$ cat src/rtl/var_bw_mul_pkg.sv
// Shared types for the variable bit-width multiplier sequencer: op modes,
// issue kinds, the result-FIFO entry layout and a saturating-increment helper.
package var_bw_mul_pkg;

    localparam logic MODE_16 = 1'b0;
    localparam logic MODE_8  = 1'b1;

    // Widest tag the result entry can carry; the top uses the low TAG_W bits.
    localparam int TAG_W_MAX = 16;

    typedef enum logic [1:0] {
        ISS_16,
        ISS_PAIR,
        ISS_LONE
    } iss_kind_e;

    typedef struct packed {
        logic [31:0]          p;
        logic                 mode;
        logic [TAG_W_MAX-1:0] tag;
    } res_entry_t;

    function automatic logic [15:0] sat_inc16(input logic [15:0] v, input logic en);
        return (en && v != 16'hFFFF) ? v + 16'd1 : v;
    endfunction

endpackage

$ cat src/rtl/var_bw_mul_res_fifo.sv
// Two-entry result FIFO. Entry 0 is the head and drives the consumer directly,
// so the head is a registered output; push2 writes two entries, d0 first.
module var_bw_mul_res_fifo
    import var_bw_mul_pkg::*;
(
    input  logic       clk,
    input  logic       rst,
    input  logic       push1,
    input  logic       push2,
    input  res_entry_t push_d0,
    input  res_entry_t push_d1,
    input  logic       pop,
    output logic [1:0] free,
    output logic       head_valid,
    output res_entry_t head
);

    res_entry_t e0_q, e0_d;
    res_entry_t e1_q, e1_d;
    logic [1:0] cnt_q, cnt_d;

    always_comb begin
        e0_d  = e0_q;
        e1_d  = e1_q;
        cnt_d = cnt_q;

        if (pop && cnt_q != 2'd0) begin
            e0_d  = e1_q;
            cnt_d = cnt_q - 2'd1;
        end

        // The caller only pushes what fits in the entries free at cycle start.
        if (push2) begin
            if (cnt_d == 2'd0) begin
                e0_d  = push_d0;
                e1_d  = push_d1;
                cnt_d = 2'd2;
            end
        end else if (push1) begin
            if (cnt_d == 2'd0) begin
                e0_d = push_d0;
            end else begin
                e1_d = push_d0;
            end
            cnt_d = cnt_d + 2'd1;
        end
    end

    // NOTE: the entries are reset too, not just the count, because entry 0 is
    // the visible out_* register and must read zero after reset.
    always_ff @(posedge clk) begin
        if (rst) begin
            e0_q  <= '0;
            e1_q  <= '0;
            cnt_q <= 2'd0;
        end else begin
            e0_q  <= e0_d;
            e1_q  <= e1_d;
            cnt_q <= cnt_d;
        end
    end

    assign free       = 2'd2 - cnt_q;
    assign head_valid = (cnt_q != 2'd0);
    assign head       = e0_q;

endmodule

$ cat src/rtl/var_bw_mul_sched.sv
// Sequencer in front of the 16x16 / dual 8x8 multiplier: pairs 8-bit ops,
// issues 16-bit ops singly, returns results in order. Optional: VAR_BW_MUL_SCHED_STATS_EN.
module var_bw_mul_sched
    import var_bw_mul_pkg::*;
#(
    parameter int TAG_W        = 4,
    parameter int PAIR_TIMEOUT = 4
) (
    input  logic             clk,
    input  logic             rst,
    input  logic             in_valid,
    output logic             in_ready,
    input  logic             in_mode,
    input  logic [15:0]      in_a,
    input  logic [15:0]      in_b,
    input  logic [TAG_W-1:0] in_tag,
    output logic             mul_para_mode,
    output logic [15:0]      mul_a,
    output logic [15:0]      mul_b,
    input  logic [31:0]      mul_p,
    output logic             out_valid,
    input  logic             out_ready,
    output logic [31:0]      out_p,
    output logic             out_mode,
    output logic [TAG_W-1:0] out_tag
`ifdef VAR_BW_MUL_SCHED_STATS_EN
    ,
    output logic [15:0]      stat_issue16,
    output logic [15:0]      stat_issue_pair,
    output logic [15:0]      stat_issue_lone,
    output logic [15:0]      stat_results
`endif
);

    localparam logic [3:0] TIMEOUT_C = 4'(PAIR_TIMEOUT);

    // Pending slot: one 8-bit op waiting for a partner.
    logic             pend_valid_q, pend_valid_d;
    logic [7:0]       pend_a_q, pend_a_d;
    logic [7:0]       pend_b_q, pend_b_d;
    logic [TAG_W-1:0] pend_tag_q, pend_tag_d;
    logic [3:0]       cnt_q, cnt_d;

    // Issue register: tag0 is the only/older op, tag1 the younger of a pair.
    logic             iss_valid_q, iss_valid_d;
    iss_kind_e        iss_kind_q, iss_kind_d;
    logic             iss_para_q, iss_para_d;
    logic [15:0]      iss_a_q, iss_a_d;
    logic [15:0]      iss_b_q, iss_b_d;
    logic [TAG_W-1:0] iss_tag0_q, iss_tag0_d;
    logic [TAG_W-1:0] iss_tag1_q, iss_tag1_d;

    logic       fifo_push1, fifo_push2, fifo_pop, fifo_head_valid;
    logic [1:0] fifo_free;
    res_entry_t res_d0, res_d1, fifo_head;

    logic retire, slot_ok, acc, acc16, acc8, load_pend, pair, flush;
    logic unused_head_tag;

    assign retire    = iss_valid_q &&
                       (fifo_free >= ((iss_kind_q == ISS_PAIR) ? 2'd2 : 2'd1));
    assign slot_ok   = !iss_valid_q || retire;
    assign in_ready  = !rst && slot_ok && !(pend_valid_q && in_mode == MODE_16);
    assign acc       = in_valid && in_ready;
    assign acc16     = acc && (in_mode == MODE_16);
    assign acc8      = acc && (in_mode == MODE_8);
    assign load_pend = acc8 && !pend_valid_q;
    assign pair      = acc8 && pend_valid_q;
    // A waiting 16-bit op forces the lone flush so it can never overtake PEND.
    assign flush     = pend_valid_q && slot_ok && !acc8 &&
                       ((in_valid && in_mode == MODE_16) || cnt_q == TIMEOUT_C);

    always_comb begin
        pend_valid_d = pend_valid_q;
        pend_a_d     = pend_a_q;
        pend_b_d     = pend_b_q;
        pend_tag_d   = pend_tag_q;
        cnt_d        = cnt_q;

        if (pair || flush) begin
            pend_valid_d = 1'b0;
            cnt_d        = 4'd0;
        end else if (load_pend) begin
            pend_valid_d = 1'b1;
            pend_a_d     = in_a[7:0];
            pend_b_d     = in_b[7:0];
            pend_tag_d   = in_tag;
            cnt_d        = 4'd0;
        end else if (pend_valid_q && cnt_q != TIMEOUT_C) begin
            cnt_d = cnt_q + 4'd1;
        end
    end

    always_comb begin
        iss_valid_d = iss_valid_q && !retire;
        iss_kind_d  = iss_kind_q;
        iss_para_d  = iss_para_q;
        iss_a_d     = iss_a_q;
        iss_b_d     = iss_b_q;
        iss_tag0_d  = iss_tag0_q;
        iss_tag1_d  = iss_tag1_q;

        if (acc16) begin
            iss_valid_d = 1'b1;
            iss_kind_d  = ISS_16;
            iss_para_d  = 1'b0;
            iss_a_d     = in_a;
            iss_b_d     = in_b;
            iss_tag0_d  = in_tag;
        end else if (pair) begin
            iss_valid_d = 1'b1;
            iss_kind_d  = ISS_PAIR;
            iss_para_d  = 1'b1;
            iss_a_d     = {in_a[7:0], pend_a_q};
            iss_b_d     = {in_b[7:0], pend_b_q};
            iss_tag0_d  = pend_tag_q;
            iss_tag1_d  = in_tag;
        end else if (flush) begin
            iss_valid_d = 1'b1;
            iss_kind_d  = ISS_LONE;
            iss_para_d  = 1'b1;
            iss_a_d     = {8'h00, pend_a_q};
            iss_b_d     = {8'h00, pend_b_q};
            iss_tag0_d  = pend_tag_q;
        end
    end

    always_comb begin
        res_d0      = '0;
        res_d1      = '0;
        res_d0.tag[TAG_W-1:0] = iss_tag0_q;
        res_d1.tag[TAG_W-1:0] = iss_tag1_q;
        res_d1.p    = {16'h0000, mul_p[31:16]};
        res_d1.mode = MODE_8;
        if (iss_kind_q == ISS_16) begin
            res_d0.p    = mul_p;
            res_d0.mode = MODE_16;
        end else begin
            res_d0.p    = {16'h0000, mul_p[15:0]};
            res_d0.mode = MODE_8;
        end
    end

    assign fifo_push1 = retire && (iss_kind_q != ISS_PAIR);
    assign fifo_push2 = retire && (iss_kind_q == ISS_PAIR);
    assign fifo_pop   = fifo_head_valid && out_ready;

    // NOTE: state updates use non-blocking assignments so every flop samples
    // the pre-edge value of the others, independent of statement order.
    always_ff @(posedge clk) begin
        if (rst) begin
            pend_valid_q <= 1'b0;
            pend_a_q     <= 8'h00;
            pend_b_q     <= 8'h00;
            pend_tag_q   <= '0;
            cnt_q        <= 4'd0;
            iss_valid_q  <= 1'b0;
            iss_kind_q   <= ISS_16;
            iss_para_q   <= 1'b0;
            iss_a_q      <= 16'h0000;
            iss_b_q      <= 16'h0000;
            iss_tag0_q   <= '0;
            iss_tag1_q   <= '0;
        end else begin
            pend_valid_q <= pend_valid_d;
            pend_a_q     <= pend_a_d;
            pend_b_q     <= pend_b_d;
            pend_tag_q   <= pend_tag_d;
            cnt_q        <= cnt_d;
            iss_valid_q  <= iss_valid_d;
            iss_kind_q   <= iss_kind_d;
            iss_para_q   <= iss_para_d;
            iss_a_q      <= iss_a_d;
            iss_b_q      <= iss_b_d;
            iss_tag0_q   <= iss_tag0_d;
            iss_tag1_q   <= iss_tag1_d;
        end
    end

    var_bw_mul_res_fifo u_res_fifo (
        .clk        (clk),
        .rst        (rst),
        .push1      (fifo_push1),
        .push2      (fifo_push2),
        .push_d0    (res_d0),
        .push_d1    (res_d1),
        .pop        (fifo_pop),
        .free       (fifo_free),
        .head_valid (fifo_head_valid),
        .head       (fifo_head)
    );

    assign mul_para_mode   = iss_para_q;
    assign mul_a           = iss_a_q;
    assign mul_b           = iss_b_q;
    assign out_valid       = fifo_head_valid;
    assign out_p           = fifo_head.p;
    assign out_mode        = fifo_head.mode;
    assign out_tag         = fifo_head.tag[TAG_W-1:0];
    assign unused_head_tag = ^fifo_head.tag;

`ifdef VAR_BW_MUL_SCHED_STATS_EN
    logic [15:0] st_issue16_q, st_issue16_d;
    logic [15:0] st_pair_q, st_pair_d;
    logic [15:0] st_lone_q, st_lone_d;
    logic [15:0] st_results_q, st_results_d;

    always_comb begin
        st_issue16_d = sat_inc16(st_issue16_q, acc16);
        st_pair_d    = sat_inc16(st_pair_q, pair);
        st_lone_d    = sat_inc16(st_lone_q, flush);
        st_results_d = sat_inc16(st_results_q, fifo_pop);
    end

    always_ff @(posedge clk) begin
        if (rst) begin
            st_issue16_q <= 16'h0000;
            st_pair_q    <= 16'h0000;
            st_lone_q    <= 16'h0000;
            st_results_q <= 16'h0000;
        end else begin
            st_issue16_q <= st_issue16_d;
            st_pair_q    <= st_pair_d;
            st_lone_q    <= st_lone_d;
            st_results_q <= st_results_d;
        end
    end

    assign stat_issue16    = st_issue16_q;
    assign stat_issue_pair = st_pair_q;
    assign stat_issue_lone = st_lone_q;
    assign stat_results    = st_results_q;
`endif

endmodule
$ cat config.mk
export PLATFORM = sky130hd
export DESIGN_NAME = var_bw_mul_sched
export DESIGN_NICKNAME = d
export VERILOG_FILES = /design/src/rtl/var_bw_mul_pkg.sv /design/src/rtl/var_bw_mul_res_fifo.sv /design/src/rtl/var_bw_mul_sched.sv
export SDC_FILE = /design/constraint.sdc
export NUM_CORES = 1
export LEC_CHECK = 0
export CAP_MARGIN = 20
export CELL_PAD_IN_SITES_DETAIL_PLACEMENT = 1
export CELL_PAD_IN_SITES_GLOBAL_PLACEMENT = 2
export CORE_ASPECT_RATIO = 0.7
export CORE_MARGIN = 3
export CORE_UTILIZATION = 28
export CTS_CLUSTER_DIAMETER = 60
export CTS_CLUSTER_SIZE = 8
export DETAILED_ROUTE_END_ITERATION = 12
export PLACE_DENSITY_LB_ADDON = 0.12
export SETUP_SLACK_MARGIN = 0.5
export SLEW_MARGIN = 15
export SYNTH_ARGS = -nofsm -noshare
export SYNTH_HDL_FRONTEND = slang
export SYNTH_SLANG_ARGS = --single-unit
$ cat constraint.sdc
create_clock -name clk -period 2.7 [get_ports clk]
set_clock_uncertainty 0.05 [all_clocks]
set_input_delay 0.54 -clock clk [delete_from_list [all_inputs] [get_ports clk]]
set_output_delay 0.54 -clock clk [all_outputs]
set_load 0.01 [all_outputs]
==> flow_summary.ini <==
[run_status]
outcome = finished clean

[power]
power_density_nw_per_um2 = 850
ir_worst_vdd_mv = 0.455
total_power_mw = 8.11
pwr-share-clk_pct = 29.7
intPower_mw = 5.34
swShare_pct = 34.2
seqPwrFrac_pct = 31.3
leakage_nw = 3.56
p_sw_mw = 2.77
p_comb_share_pct = 39.1

[clock_tree]
clkTransAtPathRegs_ns = 0.06
cts_root_buffer = clkbuf_16
htreeDepth = 4
clk_latency_ns = 0.42
clock_sinks = 145
cts_tree = done
cts_buffer_depth = 2
numCtsBuffers = 17

[place]
dp.final_hpwl_um = 15500
place_area_um2 = 8400
pre_cts_ws_ns = -0.0529
place_congestion = 0.722
io_buffers = 144

[timing]
hold_viol = 0
maxSlewViolCount = 0
fin_ws_ns = 0.237
slew_headroom_pct = 46.7
max_clock_freq_ghz = 0.406
rsz0062_at_grt = yes
fin_crit_sh_pct = 91.2
setup_violations = 0
fin_crit_ns = 2.46
tightestPinTransition_ns = 0.799

[layout]
drive_above_1_share_pct = 16.3
diodes = 0
design_area_um2 = 9530
nFillCells = 2550
syn_to_final_growth_pct = 44.6
seq_area_um2 = 2910
nets = 938
multi_input_area_um2 = 3530

[worst_setup_path]
worst_setup_path_end_kind = output pin
worst-path-buf-inv = 4
critPathLaunch = u_res_fifo.cnt_q[0]$_SDFF_PP0_
crit_slowest_cell = dfxtp_2
max_stage_delay_ns = 0.35
crit_type = flip-flop to output pin
path_delay_family = adder cells
reg2regPathDepth = 10
worstPathMaxFanout = 2
rr_startpoint = u_res_fifo.cnt_q[0]$_SDFF_PP0_
cp_cell_sequence = inv_4, ha_4, inv_2, ha_4, inv_4, o21a_4, nor3_4, buf_2
r2r-end = iss_tag1_q[2]$_SDFFE_PP0P_
cp-start-kind = flip-flop
worstPathRequired_ns = 2.11
worstPathArrival_ns = 1.87
setup.reg_to_reg.worst_slack_ns = 0.39

[global_route]
track_usage_pct = 18.1
grt_pass1_vias = 6489
grt_pass1_wl_um = 36600
grt_max_degree = 71
antenna_found_initial = 0
grt-ovfl-total = 0

[logic_synthesis]
synth_top_family_by_area = compound AO/OA/AOI/OAI gates
synth-simple-area-share_pct = 13.3
synth_fa_ha_area_share_pct = 1.33
synthCells = 714
avgSynthCellArea_um2 = 9.23
synth-compound-area-share_pct = 23.9
synth_flop_cell = dfxtp_1
synth_enable_flop_cells = 0
synthXorXnorAreaFrac_pct = 1.50
ys_types = 52
netlist_area_um2 = 6590
synthArstFlopShare_pct = 0
synth.net_count = 794
ys_seq_area_share_pct = 44.0
synth_mux_area_share_pct = 9.49
ys_seq_elements = 145
ys_warn_count = 0

[floorplan]
start_util_pct = 28.8
dieArea_um2 = 25500
die_x_um = 189
die_h_um = 134
row_count = 46
io_pins = 145
core_um2 = 22900

[worst_hold_path]
hold_end = cnt_q[3]$_SDFFE_PP0P_
worstHoldStart = rst
hold_class = input port to flip-flop
hold_path_depth = 2

[routing]
vias_per_cell = 5.25
wl_per_cell_um = 20.7
drc = 0
vias = 6206
dr.pass1.iters = 6
wl_um = 24500
drt-initial-drc-count = 427
ant_nets = 0

[flow_run]
drv_cap = 0
## logic make-up (layout without fill, tap and decap cells)
| family | Yosys count | in the layout |
|---|---|---|
| mux | 62 | 62 |
| simple gates | 169 | 170 |
| xor+xnor | 7 | 7 |
| compound gates | 245 | 245 |
| flops | 145 | 145 |
| fa+ha+maj | 7 | 7 |
| buf+inv | 79 | 235 |
## metal layers
metal / share of wire, % / track usage, % / up-vias / wire, um
li1: - / - / 2949 / -
met1: 50 / 25.8 / 3110 / 12300
met2: 44 / 28.3 / 130 / 10900
met3: 4.9 / 3.61 / 17 / 1200
met4: 0.80 / 4.23 / 0 / 197
met5: 0 / 0 / - / 0
## sequential cells by signal, summed over array words and instances (netlist names), 4 cells and up
signal           flops
pend_tag_q           4
u_res_fifo.e1_q     37
pend_b_q             8
cnt_q                4
mul_b               16
iss_tag1_q           4
iss_tag0_q           4
u_res_fifo.head     37
mul_a               16
pend_a_q             8
## synth_stat cells (4+ instances only)
cell      count  area share, %
a311oi_1     15            2.0
nor3_1        7           0.53
nand4_1      16            1.5
and3_1       17            1.6
nand3_1      27            2.0
buf_2        22            1.7
clkbuf_1     33            1.9
dfxtp_1     145             44
a221o_1      16            2.4
nor2_1       28            1.6
a211oi_1     60            6.8
inv_1        10           0.57
nand2_1      45            2.6
nor2b_1       9           0.85
o21ai_0      43            3.3
ha_1          7            1.3
mux2_2        4           0.68
a21oi_1      99            7.5
and2_1        4           0.38
buf_6         7            1.2
mux2i_1      58            8.8
## cell type report
cell class	count	share of cell area (%)
clock inverters	13	1.40
flip-flops and latches	145	30.5
clock buffers	19	4.75
inverters	11	0.564
multi-input cells	491	37.0
well taps	312	4.10
repair buffers	192	21.7
## power groups by stage
stage	Sequential (mW)	Clock, mW	Combinational (mW)
after floorplan	2.60	0	1.49
after global placement	2.56	0	2.40
after detailed placement	2.57	0	2.47
after CTS	2.53	2.46	2.84
after global routing	2.57	2.55	3.39
final	2.53	2.41	3.17
## cell usage in the layout, fill, tap and decap left out, drive strengths merged, types with 25 or more instances in the layout
cell             n
nor2            29
a211oi          60
nand3           29
nand2           45
clkbuf          25
dfxtp          145
o21ai           44
buf             44
a21oi          100
mux2i           58
clkdlybuf4s50  140
## worst max path at each step
stage / endpoint / slack, ns / cells past startpoint
final: in_ready / 0.24 / 8
after global routing: in_ready / 0.16 / 7
after CTS: in_ready / 0.20 / 8
after detailed placement: u_res_fifo.e1_q[25]$_SDFFE_PP0P_ / -0.05 / 8
after global placement: u_res_fifo.e1_q[26]$_SDFFE_PP0P_ / 0.06 / 8
after floorplan: u_res_fifo.head[36]$_SDFF_PP0_ / 0.47 / 14
## metrics by stage
step | cells | util (%) | hold WS (ns) | setup TNS (ns)
finish | 1183 | 41.6 | 0.368 | 0
global route | 1183 | 41.6 | 0.365 | 0
CTS | 1172 | 40.2 | 0.344 | 0
detailed placement | 1129 | 36.7 | 0.421 | -0.643
global placement | 1129 | 36.7 | 0.410 | 0
floorplan | 714 | - | 0.403 | 0
## repair_timing
| action | in CTS | in global routing |
|---|---|---|
| pin swaps | 7 | 8 |
| hold buffers | 0 | 0 |
| cloned | 0 | 9 |
| buffers inserted | 11 | 2 |
| setup endpoints to repair | 137 | 110 |
| resized for setup | 28 | 29 |
Note: power is estimated with default switching activity, not from simulation.
